File: src/rtl/step_sched_pkg.sv
// Shared constants and FSM encoding for the step scheduler.
// Optional remaining-steps output is enabled with STEP_SCHED_REMAIN_EN.
package step_sched_pkg;

  localparam int unsigned ClkFreqDefault = 50_000_000;
  localparam int unsigned MinHalf        = 1;

  typedef enum logic [1:0] {
    StIdle = 2'd0,
    StRun  = 2'd1,
    StDone = 2'd2
  } state_e;

endpackage

File: src/rtl/step_scheduler_rr_arbiter.sv
// Round-robin arbiter: one-hot winner is the first set req at or after ptr, wrapping.
module rr_arbiter #(
  parameter int unsigned N = 4
) (
  input  logic [N-1:0]         req,
  input  logic [$clog2(N)-1:0] ptr,
  output logic [N-1:0]         win,
  output logic                 valid
);

  localparam int unsigned IdW = $clog2(N);

  logic [IdW-1:0] idx;
  logic           found;

  always_comb begin
    win   = '0;
    found = 1'b0;
    idx   = '0;
    for (int unsigned i = 0; i < N; i++) begin
      idx = IdW'((32'(ptr) + i) % N);
      if (!found && req[idx]) begin
        win[idx] = 1'b1;
        found    = 1'b1;
      end
    end
  end

  assign valid = |req;

endmodule

File: src/rtl/step_scheduler.sv
// Shares one rate divider among N_JOINTS step requesters via round-robin arbitration.
// Define STEP_SCHED_REMAIN_EN to add the 'remaining' step-count output.
module step_scheduler
  import step_sched_pkg::*;
#(
  parameter int unsigned CLK_FREQ = ClkFreqDefault,
  parameter int unsigned N_JOINTS = 4,
  parameter int unsigned STEP_W   = 16,
  parameter int unsigned DIV_W    = 32
) (
  input  logic                         clk,
  input  logic                         rst,
  input  logic [N_JOINTS-1:0]          req,
  input  logic [N_JOINTS*STEP_W-1:0]   req_steps,
  input  logic [N_JOINTS*DIV_W-1:0]    req_half,
  input  logic                         abort,
  output logic [N_JOINTS-1:0]          gnt,
  output logic [N_JOINTS-1:0]          done,
  output logic                         busy,
  output logic [$clog2(N_JOINTS)-1:0]  active_id,
  output logic [N_JOINTS-1:0]          step_out,
`ifdef STEP_SCHED_REMAIN_EN
  output logic [STEP_W-1:0]            remaining,
`endif
  output logic                         step_pulse
);

  localparam int unsigned IdW = $clog2(N_JOINTS);

  if (N_JOINTS < 2 || CLK_FREQ == 0) begin : g_param_check
    $error("step_scheduler: N_JOINTS must be >= 2 and CLK_FREQ nonzero");
  end

  state_e              state;
  logic [N_JOINTS-1:0] arb_win;
  logic                arb_valid;
  logic [IdW-1:0]      arb_id;
  logic [IdW-1:0]      rr_ptr;
  logic [IdW-1:0]      next_ptr;
  logic [STEP_W-1:0]   steps_q;
  logic [STEP_W-1:0]   step_cnt;
  logic [DIV_W-1:0]    half_q;
  logic [DIV_W-1:0]    half_eff;
  logic [DIV_W-1:0]    div_cnt;
  logic                cur_out;
  logic                term;
  logic                div_wrap;
  logic                do_grant;
  logic                do_abort;
  logic                do_finish;
  logic                do_tick;
  logic                do_rise;

  rr_arbiter #(
    .N(N_JOINTS)
  ) u_arb (
    .req  (req),
    .ptr  (rr_ptr),
    .win  (arb_win),
    .valid(arb_valid)
  );

  always_comb begin
    arb_id = '0;
    for (int unsigned i = 0; i < N_JOINTS; i++) begin
      if (arb_win[i]) arb_id = IdW'(i);
    end
  end

  assign half_eff = (half_q < DIV_W'(MinHalf)) ? DIV_W'(MinHalf) : half_q;
  assign div_wrap = (div_cnt == half_eff - DIV_W'(1));
  assign cur_out  = step_out[active_id];
  // All steps issued and the wave is back low: only the final exit remains.
  assign term     = (step_cnt == steps_q) && !cur_out;
  assign next_ptr = (active_id == IdW'(N_JOINTS - 1)) ? '0 : active_id + 1'b1;

  assign do_grant  = (state == StIdle) && arb_valid;
  assign do_abort  = (state == StRun) && abort;
  // The gnt-cycle guard holds a zero-step job in RUN for one extra cycle.
  assign do_finish = (state == StRun) && !abort && term && (gnt == '0);
  assign do_tick   = (state == StRun) && !abort && !term && div_wrap;
  assign do_rise   = do_tick && !cur_out;

  always_ff @(posedge clk or negedge rst) begin
    if (!rst) begin
      state      <= StIdle;
      gnt        <= '0;
      done       <= '0;
      busy       <= 1'b0;
      active_id  <= '0;
      step_out   <= '0;
      step_pulse <= 1'b0;
      div_cnt    <= '0;
      step_cnt   <= '0;
      rr_ptr     <= '0;
      steps_q    <= '0;
      half_q     <= '0;
    end else begin
      gnt        <= '0;
      done       <= '0;
      step_pulse <= 1'b0;
      unique case (state)
        StIdle: begin
          if (do_grant) begin
            gnt       <= arb_win;
            busy      <= 1'b1;
            active_id <= arb_id;
            steps_q   <= req_steps[arb_id*STEP_W +: STEP_W];
            half_q    <= req_half[arb_id*DIV_W +: DIV_W];
            div_cnt   <= '0;
            step_cnt  <= '0;
            state     <= StRun;
          end
        end
        StRun: begin
          if (do_abort) begin
            step_out <= '0;
            busy     <= 1'b0;
            rr_ptr   <= next_ptr;
            state    <= StIdle;
          end else if (do_finish) begin
            done[active_id] <= 1'b1;
            busy            <= 1'b0;
            rr_ptr          <= next_ptr;
            state           <= StDone;
          end else if (do_tick) begin
            div_cnt             <= '0;
            step_out[active_id] <= ~cur_out;
            if (do_rise) begin
              step_pulse <= 1'b1;
              step_cnt   <= step_cnt + 1'b1;
            end
          end else if (!term) begin
            div_cnt <= div_cnt + 1'b1;
          end
        end
        StDone: state <= StIdle;
        default: state <= StIdle;
      endcase
    end
  end

`ifdef STEP_SCHED_REMAIN_EN
  always_ff @(posedge clk or negedge rst) begin
    if (!rst) begin
      remaining <= '0;
    end else if (do_grant) begin
      remaining <= req_steps[arb_id*STEP_W +: STEP_W];
    end else if (do_abort || do_finish) begin
      remaining <= '0;
    end else if (do_rise) begin
      remaining <= remaining - 1'b1;
    end
  end
`endif

endmodule

File: config.mk
export PLATFORM = sky130hd
export DESIGN_NAME = step_scheduler
export DESIGN_NICKNAME = d
export VERILOG_FILES = /design/src/rtl/step_sched_pkg.sv /design/src/rtl/step_scheduler_rr_arbiter.sv /design/src/rtl/step_scheduler.sv
export SDC_FILE = /design/constraint.sdc
export NUM_CORES = 1
export LEC_CHECK = 0
export BUFFER_PORTS_ARGS = -buffer_cell sky130_fd_sc_hd__buf_4
export CAP_MARGIN = 20
export CORE_ASPECT_RATIO = 1.4
export CORE_MARGIN = 2
export CORE_UTILIZATION = 43
export DETAILED_ROUTE_END_ITERATION = 6
export PLACE_DENSITY = 0.67
export SYNTH_ARGS = -nofsm -noshare
export SYNTH_HDL_FRONTEND = slang
export SYNTH_SLANG_ARGS = --single-unit
export TNS_END_PERCENT = 5
File: constraint.sdc
create_clock -name clk -period 5.5 [get_ports clk]
set_input_delay 0.825 -clock clk [delete_from_list [all_inputs] [get_ports clk]]
set_output_delay 0.825 -clock clk [all_outputs]
set_load 0.05 [all_outputs]
## Yosys cells after proc, flatten, opt, wreduce, memory -nomap -nowiden

Cells that the tools add are included.

- Word-level logic and storage cells: 152
- Register bits: 116

- Order comparisons: 11
- Bitwise logic cells: 4
- Reduce and logical (&&, ||, !) cells: 36
- Mux-type cells: 68
- Shift operators: 2
- Add/subtract/negate cells: 7
- Eq/ne operators: 12

Operators by type and width:

| cell | count |
|---|---|
| 2-to-1 mux 32 bit | 6 |
| indexed part select 128 x 8 -> 32 bit | 1 |
| 2-to-1 mux 16 bit | 5 |
| one-hot mux 32 bit (2 select lines) | 1 |
| indexed part select 64 x 7 -> 16 bit | 1 |
| 2-to-1 mux 4 bit | 12 |
| adder 32 x 1 -> 32 bit, second input constant | 1 |
| equality test 32 bit | 1 |
| less-than comparator 32 x 1 -> 1 bit, second input constant | 1 |
| one-hot mux 16 bit (2 select lines) | 1 |
| subtractor 32 x 1 -> 32 bit, second input constant | 1 |
| 2-to-1 mux 1 bit | 22 |
| logical AND 1 bit | 17 |
| adder 16 x 1 -> 16 bit, second input constant | 1 |
| equality test 16 bit | 1 |
| 2-to-1 mux 2 bit | 8 |
| less-than comparator 2 x 3 -> 1 bit, second input constant | 5 |
| inequality test 2 bit, second input constant | 6 |
| OR 4 bit | 3 |
| binary-select mux 1 bit (select 2 bit) | 5 |
| demux 1 bit (select 2 bit) | 5 |
| greater-or-equal comparator 2 x 1 -> 1 bit, second input constant | 5 |
| zero test 1 bit | 6 |
| inequality test 3 bit, second input constant | 2 |
| 16 further kinds | 23 |

## Longest topological paths before layout

- Depth in word-level cells: 16
- Mapped depth: 18
- Mapped depth without buffers: 13

## Cells and area by module

A second synthesis with hierarchy kept.

- Cell total of the unflattened synthesis: 1078
- Area, all modules: 8663.3 µm²

Modules (own cells, without submodules):

| module | times used | cells an instance | seq. area each (µm²) | area an instance (µm²) |
|---|---|---|---|---|
| step_scheduler | 1 | 1041 | 2902.8 | 8318.0 |
| rr_arbiter | 1 | 37 | 0.0 | 345.3 |

## Worst setup path before layout

OpenSTA, ideal clock, no wires.

- Path kind: register -> register
- Start: register half_q[7]
- End: register div_cnt[0]
- Arrival time: 3.800 ns
- Buffers on the path: 5
- Data required time: 5.375 ns
- Library setup time: 0.125 ns
- Cell stages (with the launch flop): 18
- Slack: 1.575 ns
- Cells stage by stage: dfrtp_1 -> clkbuf_1 -> nor3_2 -> and4_1 -> buf_2 -> a31oi_1 -> ha_1 -> or4b_1 -> buf_2 -> o31a_1 -> o21a_1 -> o31ai_2 -> nand2b_1 -> or3_1 -> o21a_4 -> buf_6 -> buf_6 -> mux2_2

- Longest elaborated chain between the ends: 9
- Elaborated cells on any way between the ends: 11

RTL lines:

| element | RTL line | source |
|---|---|---|
| start, declared | step_scheduler.sv:42 | `logic [DIV_W-1:0] half_q;` |
| start signal, assigned | step_scheduler.sv:109 | `half_q <= req_half[arb_id*DIV_W +: DIV_W];` |
| less-than comparator 32 x 1 -> 1 bit | step_scheduler.sv:70 | `assign half_eff = (half_q < DIV_W'(MinHalf)) ? DIV_W'(MinHalf) : half_q;` |
| 2-to-1 mux 32 bit (*) | step_scheduler.sv:70 |  |
| subtractor 32 x 1 -> 32 bit (*) | step_scheduler.sv:71 | `assign div_wrap = (div_cnt == half_eff - DIV_W'(1));` |
| equality test 32 bit (*) | step_scheduler.sv:71 |  |
| logical AND 1 bit (*) | step_scheduler.sv:81 | `assign do_tick = (state == StRun) && !abort && !term && div_wrap;` |
| 2-to-1 mux 32 bit | step_scheduler.sv:126 | `end else if (do_tick) begin` |
| 2-to-1 mux 32 bit | step_scheduler.sv:121 | `end else if (do_finish) begin` |
| 2-to-1 mux 32 bit | step_scheduler.sv:116 | `if (do_abort) begin` |
| one-hot mux 32 bit (2 select lines) | step_scheduler.sv:102 | `unique case (state)` |
| end signal, assigned | step_scheduler.sv:134 | `div_cnt <= div_cnt + 1'b1;` |
| end, declared | step_scheduler.sv:44 | `logic [DIV_W-1:0] div_cnt;` |

Every way passes the cells marked *; elsewhere a longest branch is shown, timed or not. The select of a mux whose other input is x is not followed.
A chain may end at the register's enable or synchronous reset.

## Worst setup path in the final report

- Start: register half_q[7]
- End: register div_cnt[20]

The elaborated chain is that of the path after synthesis.

==> summary.md <==
| Metric | Value |
|---|---|
| # hold bufs at CTS | 0 |
| Ant diodes | 0 |
| Worst-path clk slew | 0.06 ns |
| CTS H-tree depth | 4 |
| Mapped Avg Cell Area | 8.47 um2 |
| DP Cell Count | 1426 |
| Status | finished clean |
| Detailed-route via count | 8517 |
| Largest stage delay, worst path | 0.58 ns |
| DR top layer | met4 |
| Metal2 WL | 13500 um |
| Met1 WL | 10500 um |
| Met3 wire length | 1200 um |
| Clock latency on the worst-skew pair | 0.43 ns |
| Pwr Density | 494 mW/mm2 |
| Vias in the first global route | 8089 |
| # Max-Cap Violations | 0 |
| Final Hold Vio Count | 0 |
| CP endpoint kind | register |
| Final setup fails | 0 |
| Area Growth Syn to Fin | 27.3% |
| Die Ht | 172 um |
| Die ar. | 0.0213 mm2 |
| Xor/xnor cell area share of the yosys netlist | 5.27% |
| Final nets | 1405 |
| Unique masters post-synth | 79 |
| CTS sink cnt | 116 |
| DR WL/cell | 17.7 um |
| Main synth FF type | dfrtp_1 |
| Max FO, Critical Path | 55 |
| Setup_tns | 0 ns |
| Pins over their slew limit | 0 |
| Kind of critical path | register to register |
| Largest net degree at the start of global routing | 97 |
| Async set-reset flop share out of synthesis | 100% |
| Multiplexer area fraction after synthesis | 8.13% |
| Number of flops mapped to enable cells by yosys | 0 |
| Routed WL | 25800 um |
| GRT Residual Overflow | 0 |
| Crit path DAT | 4.72 ns |
| Post-route antenna net violation count | 0 |
| Root buf cell | clkbuf_16 |
| LEAKAGE | 4.77 nW |
| Core area | 0.0198 mm2 |
| GP Congestion | 0.998 |
| Iteration-0 DRC count of the detailed router | 673 |
| Initial antenna violation count | 0 |
| Most frequent cells in the layout | buf_4 (224), dfrtp_1 (116), nand2_1 (102) |
| Final core occ | 55.7% |
| First-pass GRT wire length | 41100 um |
| Req. time, crit path | 5.80 ns |
| Die Width | 124 um |
| Cell Area, Synth | 0.00865 mm2 |
| Critical-path cell list | nor3_2 > and4_1 > a31oi_1 > ha_1 > or4b_1 > o31a_1 > o21a_1 > o31ai_2 > nand2b_1 > or3_1 > o21a_4 > and3_1 > a221o_1 |
| Fraction of the mapped netlist area in simple logic gates | 24.3% |
| Largest family of logic cells by synthesized area | simple AND/OR/NAND/NOR gates |
| Port Buffers | 214 |
| Site row count | 61 |
| Least-Margin Pin Slew | 1.04 ns |
| RSZ-0062 raised after global routing | false |
| VDD IR max | 0.332 mV |
| Maximum clock rate | 226 MHz |
| Post-CTS Setup Bufs | 0 |
| DRC viols | 0 |
| Max Clock Skew | 0.0117 ns |
| HPWL Detailed | 19500 um |
| CP startpoint kind | register |
| Initial core utilization | 43.8% |
| Commonest non-fill, non-tap cell in the layout | buf_4 |
| Yosys Warn Count | 0 |
| Slew HR | 30.5% |
| WP buf/inv | 0 |
| Clock Path Buffers | 2 |
| Final setup margin | 1.08 ns |
| Critical path's top delay family | simple AND/OR/NAND/NOR gates |
| Worst Hold Class | primary input to asynchronous set/reset pin |
| Cells after Synth | 1021 |
| Period utilization | 80.3% |
| CTS resizes | 0 |
| DRT Pass-1 Iters | 5 |
| CTS tree | yes |
| Num CTS Buffers | 17 |
| Critical-path top delay cell | or4b_1 |
| Post-synthesis adder-cell area fraction | 1.74% |
| Post-synthesis register bit count | 116 |
| Fin cells | 1459 |
| Sequential cell area fraction in the yosys report | 33.6% |
| I/O Pins | 215 |
| Layout cells sized above 1 | 24.5% |
| Syn_nets | 1232 |
| Dpl ws | 1.19 ns |
| Vias per cell | 5.84 |
| Post-synthesis compound-gate area fraction | 22.5% |
| Minimum clock period | 4.42 ns |
| Total GRT Usage | 24.8% |
## metrics by stage
step	hold slack [ns]	area (um2)	total power, W
final	0.319	11000	0.00544
after detailed placement	0.495	10400	0.00427
after global placement	0.483	10400	0.00424
after global routing	0.347	11000	0.00584
after CTS	0.506	11000	0.00545
after floorplan	0.468	8650	0.00350
## cells by family (layout without fill, tap and decap cells)
family | Yosys count | after routing
mux | 66 | 66
fa+ha+maj | 12 | 12
flops | 116 | 116
compound gates | 294 | 294
buf+inv | 84 | 270
xor+xnor | 52 | 52
simple gates | 397 | 397
## worst reg2reg max path: cells and delay by family, from the launching register on
family,cells,cell delay (ns)
adder cells (fa/ha/maj),1,0.25
AO/OA/AOI/OAI,6,1.74
flip-flops,1,0.50
AND/OR/NAND/NOR,6,1.80
## Yosys cell counts, types with 14 or more instances
cell type  instances  share of area (%)
xnor2_1           27                2.7
and3_1            18                1.3
o21ai_0           55                3.2
mux2i_1           59                6.8
clkbuf_1          47                2.0
nand4_1           16                1.2
a211oi_1          56                4.9
nor3_1            24                1.4
nand2b_1          21                1.5
nand2_1          103                4.5
dfrtp_1          116                 34
nor2_1            93                4.0
or3_1             14                1.0
a21oi_1           79                4.6
nand3_1           32                1.9
xor2_1            25                2.5
a31oi_1           29                2.1
## per-layer routing
layer / GRT usage, % / vias to the layer above
met1: 31.4 / 4055
met5: 0 / -
met2: 43.1 / 266
li1: - / 4155
met3: 3.32 / 41
met4: 8.50 / 0
## path summary, 6_finish.rpt
path	end	startpoint	cells past startpoint	slack, ns
max	div_cnt[20]$_DFFE_PN0P_	half_q[7]$_DFFE_PN0P_	13	1.08
min	gnt[0]$_DFF_PN0_	rst	1	0.32
max reg2reg	div_cnt[20]$_DFFE_PN0P_	half_q[7]$_DFFE_PN0P_	13	1.08
min reg2reg	steps_q[4]$_DFFE_PN0P_	steps_q[4]$_DFFE_PN0P_	2	0.50
max in group asynchronous	div_cnt[13]$_DFFE_PN0P_	rst	2	4.25
min in group clk	steps_q[4]$_DFFE_PN0P_	steps_q[4]$_DFFE_PN0P_	2	0.50
## final cells by class
class,instances,area [um2]
Fill cell,1798,8760
Timing Repair Buffer,226,1730
Multi-Input combinational cell,821,5390
Clock buffer,19,453
Sequential cell,116,2900
Tap cell,252,315
Clock inverter,13,174
Inverter,12,45.0
## sequential cells by signal, summed over array words and instances (netlist names), 4 cells and up
name	flops
half_q	32
gnt	4
div_cnt	32
step_out	4
steps_q	16
done	4
step_cnt	16
## power by group
group          total, W  internal [W]  switching [W]
Combinational   0.00283       0.00117        0.00166
Sequential      0.00143       0.00107       0.000362
Clock           0.00117      0.000741       0.000430
Total           0.00544       0.00298        0.00246
Note: power is estimated with default switching activity, not from simulation.
